<file path="src/rtl/ctl_seq.sv">
// ctl_seq: instruction sequencer for the accumulator core.
// Walks fetch -> decode -> optional execute, driving the address unit
// (marmux / MAR / PC), the IR load, the accumulator/ALU and the memory
// strobe/write handshake. State is Moore; enables are qualified by ack_i.

`ifndef CTR_MARMUX_WIDTH
`define CTR_MARMUX_WIDTH 1
`endif
`ifndef MAR_OP_PC
`define MAR_OP_PC 0
`endif
`ifndef MAR_OP_ARG
`define MAR_OP_ARG 1
`endif

module ctl_seq #(
  parameter int OPC_WIDTH        = 4,
  parameter int CTR_MARMUX_WIDTH = `CTR_MARMUX_WIDTH
) (
  input  logic                        clk_i,
  input  logic                        rst_i,
  input  logic [OPC_WIDTH-1:0]        opc_i,
  input  logic                        ack_i,
  input  logic                        acc_zero_i,
  output logic                        stb_o,
  output logic                        we_o,
  output logic [CTR_MARMUX_WIDTH-1:0] ctr_marmux_o,
  output logic                        ctr_mar_reg_en_o,
  output logic                        ctr_pc_reg_en_o,
  output logic                        ir_en_o,
  output logic                        acc_en_o,
  output logic [1:0]                  alu_op_o,
  output logic                        halt_o
);

  localparam logic [CTR_MARMUX_WIDTH-1:0] MUX_PC  = CTR_MARMUX_WIDTH'(`MAR_OP_PC);
  localparam logic [CTR_MARMUX_WIDTH-1:0] MUX_ARG = CTR_MARMUX_WIDTH'(`MAR_OP_ARG);

  localparam logic [OPC_WIDTH-1:0] OP_LDA = OPC_WIDTH'(4'h1);
  localparam logic [OPC_WIDTH-1:0] OP_STA = OPC_WIDTH'(4'h2);
  localparam logic [OPC_WIDTH-1:0] OP_ADD = OPC_WIDTH'(4'h3);
  localparam logic [OPC_WIDTH-1:0] OP_SUB = OPC_WIDTH'(4'h4);
  localparam logic [OPC_WIDTH-1:0] OP_AND = OPC_WIDTH'(4'h5);
  localparam logic [OPC_WIDTH-1:0] OP_JMP = OPC_WIDTH'(4'h6);
  localparam logic [OPC_WIDTH-1:0] OP_JZ  = OPC_WIDTH'(4'h7);
  localparam logic [OPC_WIDTH-1:0] OP_HLT = OPC_WIDTH'(4'hF);

  localparam logic [1:0] ALU_PASS = 2'd0;
  localparam logic [1:0] ALU_ADD  = 2'd1;
  localparam logic [1:0] ALU_SUB  = 2'd2;
  localparam logic [1:0] ALU_AND  = 2'd3;

  typedef enum logic [1:0] {
    S_FETCH  = 2'd0,
    S_DECODE = 2'd1,
    S_EXEC   = 2'd2,
    S_HALT   = 2'd3
  } state_t;

  state_t                 state_q, state_d;
  logic [OPC_WIDTH-1:0]   opc_q;

  // Opcode classes taken from the latched instruction.
  logic is_mem_op, take_branch;
  assign is_mem_op   = (opc_q == OP_LDA) || (opc_q == OP_STA) || (opc_q == OP_ADD) ||
                       (opc_q == OP_SUB) || (opc_q == OP_AND);
  assign take_branch = (opc_q == OP_JMP) || ((opc_q == OP_JZ) && acc_zero_i);

  // Next state and ack-qualified outputs; reset overrides everything to idle.
  always_comb begin
    state_d          = state_q;
    stb_o            = 1'b0;
    we_o             = 1'b0;
    ctr_marmux_o     = MUX_PC;
    ctr_mar_reg_en_o = 1'b0;
    ctr_pc_reg_en_o  = 1'b0;
    ir_en_o          = 1'b0;
    acc_en_o         = 1'b0;
    alu_op_o         = ALU_PASS;
    halt_o           = 1'b0;

    unique case (state_q)
      S_FETCH: begin
        stb_o = 1'b1;
        if (ack_i) begin
          ir_en_o         = 1'b1;
          ctr_pc_reg_en_o = 1'b1;
          state_d         = S_DECODE;
        end
      end
      S_DECODE: begin
        if (opc_q == OP_HLT) begin
          state_d = S_HALT;
        end else if (is_mem_op) begin
          ctr_marmux_o     = MUX_ARG;
          ctr_mar_reg_en_o = 1'b1;
          state_d          = S_EXEC;
        end else if (take_branch) begin
          // PC picks up target+1 on the following fetch ack.
          ctr_marmux_o     = MUX_ARG;
          ctr_mar_reg_en_o = 1'b1;
          state_d          = S_FETCH;
        end else begin
          // NOP, untaken JZ and unassigned codes: MAR re-points at PC.
          ctr_marmux_o     = MUX_PC;
          ctr_mar_reg_en_o = 1'b1;
          state_d          = S_FETCH;
        end
      end
      S_EXEC: begin
        stb_o = 1'b1;
        we_o  = (opc_q == OP_STA);
        case (opc_q)
          OP_ADD:  alu_op_o = ALU_ADD;
          OP_SUB:  alu_op_o = ALU_SUB;
          OP_AND:  alu_op_o = ALU_AND;
          default: alu_op_o = ALU_PASS;
        endcase
        if (ack_i) begin
          acc_en_o         = (opc_q != OP_STA);
          ctr_marmux_o     = MUX_PC;
          ctr_mar_reg_en_o = 1'b1;
          state_d          = S_FETCH;
        end
      end
      S_HALT: begin
        halt_o = 1'b1;
      end
      default: state_d = S_FETCH;
    endcase

    if (rst_i) begin
      state_d          = S_FETCH;
      stb_o            = 1'b0;
      we_o             = 1'b0;
      ctr_marmux_o     = MUX_PC;
      ctr_mar_reg_en_o = 1'b0;
      ctr_pc_reg_en_o  = 1'b0;
      ir_en_o          = 1'b0;
      acc_en_o         = 1'b0;
      alu_op_o         = ALU_PASS;
      halt_o           = 1'b0;
    end
  end

  // State and opcode registers; opcode latches with the IR load.
  always_ff @(posedge clk_i) begin
    if (rst_i) begin
      state_q <= S_FETCH;
      opc_q   <= '0;
    end else begin
      state_q <= state_d;
      if (ir_en_o) opc_q <= opc_i;
    end
  end

endmodule

</file>
<file path="config.mk">
export PLATFORM = sky130hd
export DESIGN_NAME = ctl_seq
export DESIGN_NICKNAME = d
export VERILOG_FILES = /design/src/rtl/ctl_seq.sv
export SDC_FILE = /design/constraint.sdc
export NUM_CORES = 1
export LEC_CHECK = 0
export CAP_MARGIN = 20
export CELL_PAD_IN_SITES_DETAIL_PLACEMENT = 0
export CELL_PAD_IN_SITES_GLOBAL_PLACEMENT = 1
export CORE_UTILIZATION = 28
export DETAILED_ROUTE_END_ITERATION = 7
export PLACE_DENSITY_LB_ADDON = 0.1
export SKIP_LAST_GASP = 1
export SLEW_MARGIN = 20
export SYNTH_ARGS = -nofsm -noshare
export SYNTH_HDL_FRONTEND = slang
export SYNTH_SLANG_ARGS = --single-unit
</file>
<file path="constraint.sdc">
create_clock -name clk_i -period 1.7 [get_ports clk_i]
set_clock_uncertainty 0.05 [all_clocks]
set_input_delay 0.17 -clock clk_i [delete_from_list [all_inputs] [get_ports clk_i]]
set_output_delay 0.17 -clock clk_i [all_outputs]
set_load 0.02 [all_outputs]
</file>
**Word level (Yosys, flattened, before mapping)**

Index checks and enable logic that the tools add are counted.

- Register bits after elaboration: 6
- Bits in latches: 0
- Memory bits (writable): 0
- ROM bits: 0
- Input bits: 8
- Output and inout port bits: 10
- Memories kept: 0

- Add/sub/neg operators: 0
- Multipliers: 0
- Div/mod/pow operators: 0
- $lt $le $gt $ge: 0
- Eq/ne operators: 14
- Shift operators: 0
- Muxes and demuxes: 28
- Bitwise gates (word level): 0
- Reduce and logical (&&, ||, !) cells: 10

Operator list:

| kind | count |
|---|---|
| two-way mux 1 bit | 19 |
| equality test 4 x 3 -> 1 bit (second input constant) | 4 |
| two-way mux 2 bit | 6 |
| one-hot mux 2 bit (3 select lines) | 2 |
| equality test 4 x 2 -> 1 bit (second input constant) | 2 |
| logical OR 1 bit | 5 |
| equality test 2 bit (second input constant) | 2 |
| equality test 4 x 1 -> 1 bit (second input constant) | 1 |
| equality test 4 bit (second input constant) | 1 |
| inequality test 2 bit (second input constant) | 2 |
| inequality test 4 x 2 -> 1 bit (second input constant) | 1 |
| AND reduction 3 bit | 1 |
| nonzero test 3 bit | 1 |
| equality test 2 x 1 -> 1 bit (second input constant) | 1 |
| zero test 2 bit | 1 |
| one-hot mux 1 bit (2 select lines) | 1 |
| OR reduction 2 bit | 1 |
| logical AND 1 bit | 1 |

**Logic depth before layout (Yosys ltp)**

- Depth in word-level cells: 9
- Mapped depth: 5
- Depth with buffers taken out: 5

**Least setup slack after synthesis**

OpenSTA, ideal clock, no wires.

- Path type: reg-to-output
- From: register state_q[0]
- To: output alu_op_o[1]
- Data arrival time: 1464 ps
- Required time: 1480 ps
- Path slack: 16 ps
- Stages on the path, launching flop included: 5
- Buffers on the path: 0
- Cells stage by stage: dfxtp_1 -> inv_1 -> ha_1 -> nand2_1 -> nor4b_1

- Longest elaborated chain between the ends: 3

Ends and longest elaborated chain:

| item | RTL line | source |
|---|---|---|
| start, declared | 60 | `state_t state_q, state_d;` |
| start signal, assigned | 152 | `state_q <= state_d;` |
| equality test 2 bit | 82 | `unique case (state_q)` |
| two-way mux 2 bit | 82 |  |
| two-way mux 2 bit | 132 | `if (rst_i) begin` |
| end, declared | 32 | `output logic [1:0] alu_op_o,` |

Every way passes these cells.

**Worst setup path in the final report**

Ends and elaborated chain as after synthesis.

==> flow_summary_export.csv <==
group,metric,value,unit
timing,rsz0062_at_grt,"yes",
power,vdd_drop_max,368,uV
place,dp_hpwl,1.06,mm
synth,synthTopCellsByArea,"dfxtp_1 (25%), ha_1 (11%), nand2_1 (7.1%)",
route,ant_nets,0,
timing,finalMaxSlewViolations,0,
route,wl_met2,585,um
route,drt_iter0_drc,5,
global_route,gr-total-overflow,0,
synth,syn_area,473,um2
setup_path,cp_data_required_time,1.48,ns
route,drt-met1-wl,625,um
cts,cts_tree,"done",
route,highest_layer,"met4",
cts,cts.clk_slew.worst_paths,0.05,ns
status,status,"finished clean",
cells_and_area,multiInputGateArea,314,um2
synth,ys_seq_area_share,25.4,%
synth,synth_top_area_cell,"dfxtp_1",
timing,tightest_slew,0.301,ns
place,placed_cell_area,788,um2
synth,syn_inst,65,
floorplan,rows,14,
timing,hold_violations,0,
floorplan,initial_core_util,30.7,%
cells_and_area,fill_cells,167,
cts,cts-htree-levels,1,
route,drc,0,
synth,synth_area_per_cell,7.28,um2
power,total_power,0.000437,W
floorplan,core,1540,um2
power,leakage,0.373,nW
setup_path,critPathKind,"flip-flop to primary output",
synth,netlist.area_leader.share,25.4,%
route,routed_wl,1.31,mm
floorplan,io_pins,18,
timing,setup_viol,0,
cts,post_cts_buffers,0,
route,vias,568,
cts,clk_path_buf_depth,2,
synth,synth_fp_nets,77,
setup_path,start_kind,"flip-flop",
place,routabilityCongestion,0.769,
floorplan,die-area,1860,um2
synth,synth_cell_type_count,25,
global_route,antenna_found_initial,0,
floorplan,die_w,43.1,um
setup_path,worstSetupEndpointType,"primary output",
setup_path,crit_path_max_fanout,4,
cts,cts_made_buffers,3,
worst_hold_path,min_path_type,"primary input to flip-flop",
global_route,grt_pass1_vias,488,
cts,cts_root_buf,"clkbuf_4",
place,portBuffers,17,
route,wl_per_cell,11.2,um
cells_and_area,drive_gt1_share,40.6,%
power,p_per_area,561,nW/um2
timing,slew_headroom,79.9,%
timing,period_share,96.2,%
synth,synth-seq-cells,6,
cells_and_area,seq_area,125,um2
synth,yosys_warnings,0,
route,met3_length,69,um
cells_and_area,insertedDiodeCount,0,
cts,clk_latency,0.25,ns
route,via_per_inst,4.85,
cells_and_area,finalInstanceArea,778,um2
route,first_pass_iters,2,
cts,clock_sinks,6,
global_route,grt_pass1_wl,2.10,mm
timing,max_freq,611,MHz
job,drv_cap,0,
floorplan,die_h,43.1,um
cells_and_area,layout.nets,115,
setup_path,cp.arrival,1.42,ns
global_route,grt_max_degree,10,
cells_and_area,synthToLayoutAreaGrowth,64.6,%
timing,fin_crit,1.64,ns
global_route,grt.total_usage,15.6,%
## registers in the layout, indices dropped and copies added, names as in the netlist
signal,cells
opc_q,4
state_q,2
## metrics by stage
stage / hold WS [ns] / utilization [%] / worst slack [ns] / instances / setup TNS [ns]
4_1_cts: 0.424 / 52.6 / -0.0990 / 117 / -0.0990
3_5_place_dp: 0.480 / 51.1 / -0.211 / 114 / -1.12
3_3_place_gp: 0.474 / 51.1 / -0.197 / 114 / -0.980
5_1_grt: 0.445 / 50.5 / -0.0317 / 117 / -0.0540
2_1_floorplan: 0.267 / - / 0.0161 / 65 / 0
6_report: 0.423 / 50.5 / 0.0643 / 117 / 0
## where the power goes
part	internal, W	total [W]	switching, W
sequential	0.000151	0.000165	0.0000137
combinational	0.0000747	0.000137	0.0000623
clock	0.0000801	0.000135	0.0000550
total	0.000306	0.000437	0.000131
## what timing repair did
item	in CTS	in global routing
resized for setup	27	13
endpoints found under the setup margin	10	9
hold buffers	0	0
## per-layer routing
layer	track usage, %	vias up
met5	0	-
met4	10.9	0
met3	1.28	5
met2	24.2	17
met1	20.1	246
li1	-	300
## area by class of cell
| type | count | share of cell area (%) |
|---|---|---|
| timing repair buffer | 37 | 35.7 |
| clock buffer | 3 | 2.89 |
| multi-input combinational | 50 | 40.4 |
| inverter | 5 | 2.41 |
| sequential | 6 | 16.1 |
| tap | 16 | 2.57 |
## synthesized netlist by cell type, drive strengths merged
cell type and instances:
buf 4, inv 5, nor4 1, o21ai 1, o21bai 1, o2111ai 1
nor2b 3, xor2 1, nor2 8, nand3 6, dfxtp 6, nor3b 1
a211oi 1, and4 2, and3 1, nand2 9, a21oi 4, a221oi 1
nor4b 1, ha 4, nor3 4
## cell usage in the layout (no fill, tap or decap), types with 2 or more instances in the layout
cell             synthesis  layout
inv_1                    4       4
dlygate4sd2_1            0       2
a21oi_1                  4       4
clkbuf_2                 0       3
nand2_1                  9       9
ha_1                     4       2
clkdlybuf4s50_1          0       7
nand3_1                  6       6
ha_2                     0       2
nor3_1                   3       3
clkbuf_4                 0       3
buf_2                    2       5
dfxtp_1                  6       2
nor2_1                   8       8
buf_4                    2      20
nor2b_1                  3       3
dfxtp_2                  0       4
## final timing paths
check             startpoint           to  slack (ns)  depth (start not counted)
setup reg to reg  state_q[1]   state_q[0]        0.31                          5
setup / recovery  state_q[0]  alu_op_o[1]        0.06                          5
hold reg to reg     opc_q[3]     opc_q[3]        0.46                          2
hold / removal      opc_i[3]     opc_q[3]        0.42                          3
## kinds of logic (layout without fill, tap and decap cells)
family          Yosys count  after routing  share of synthesized area (%)
compound gates            9              9                           13.5
xor+xnor                  1              1                           1.85
fa+ha+maj                 4              4                           10.6
buf+inv                   9             45                           9.26
flops                     6              6                           25.4
simple gates             36             36                           39.4
## worst max-delay path: stages, from the launching register on
cell	delay [ns]
dfxtp_2	0.33
inv_1	0.07
ha_2	0.20
nand2_1	0.09
nor4b_1	0.25
clkbuf_2	0.22
Power figures use the tool's default switching activity.
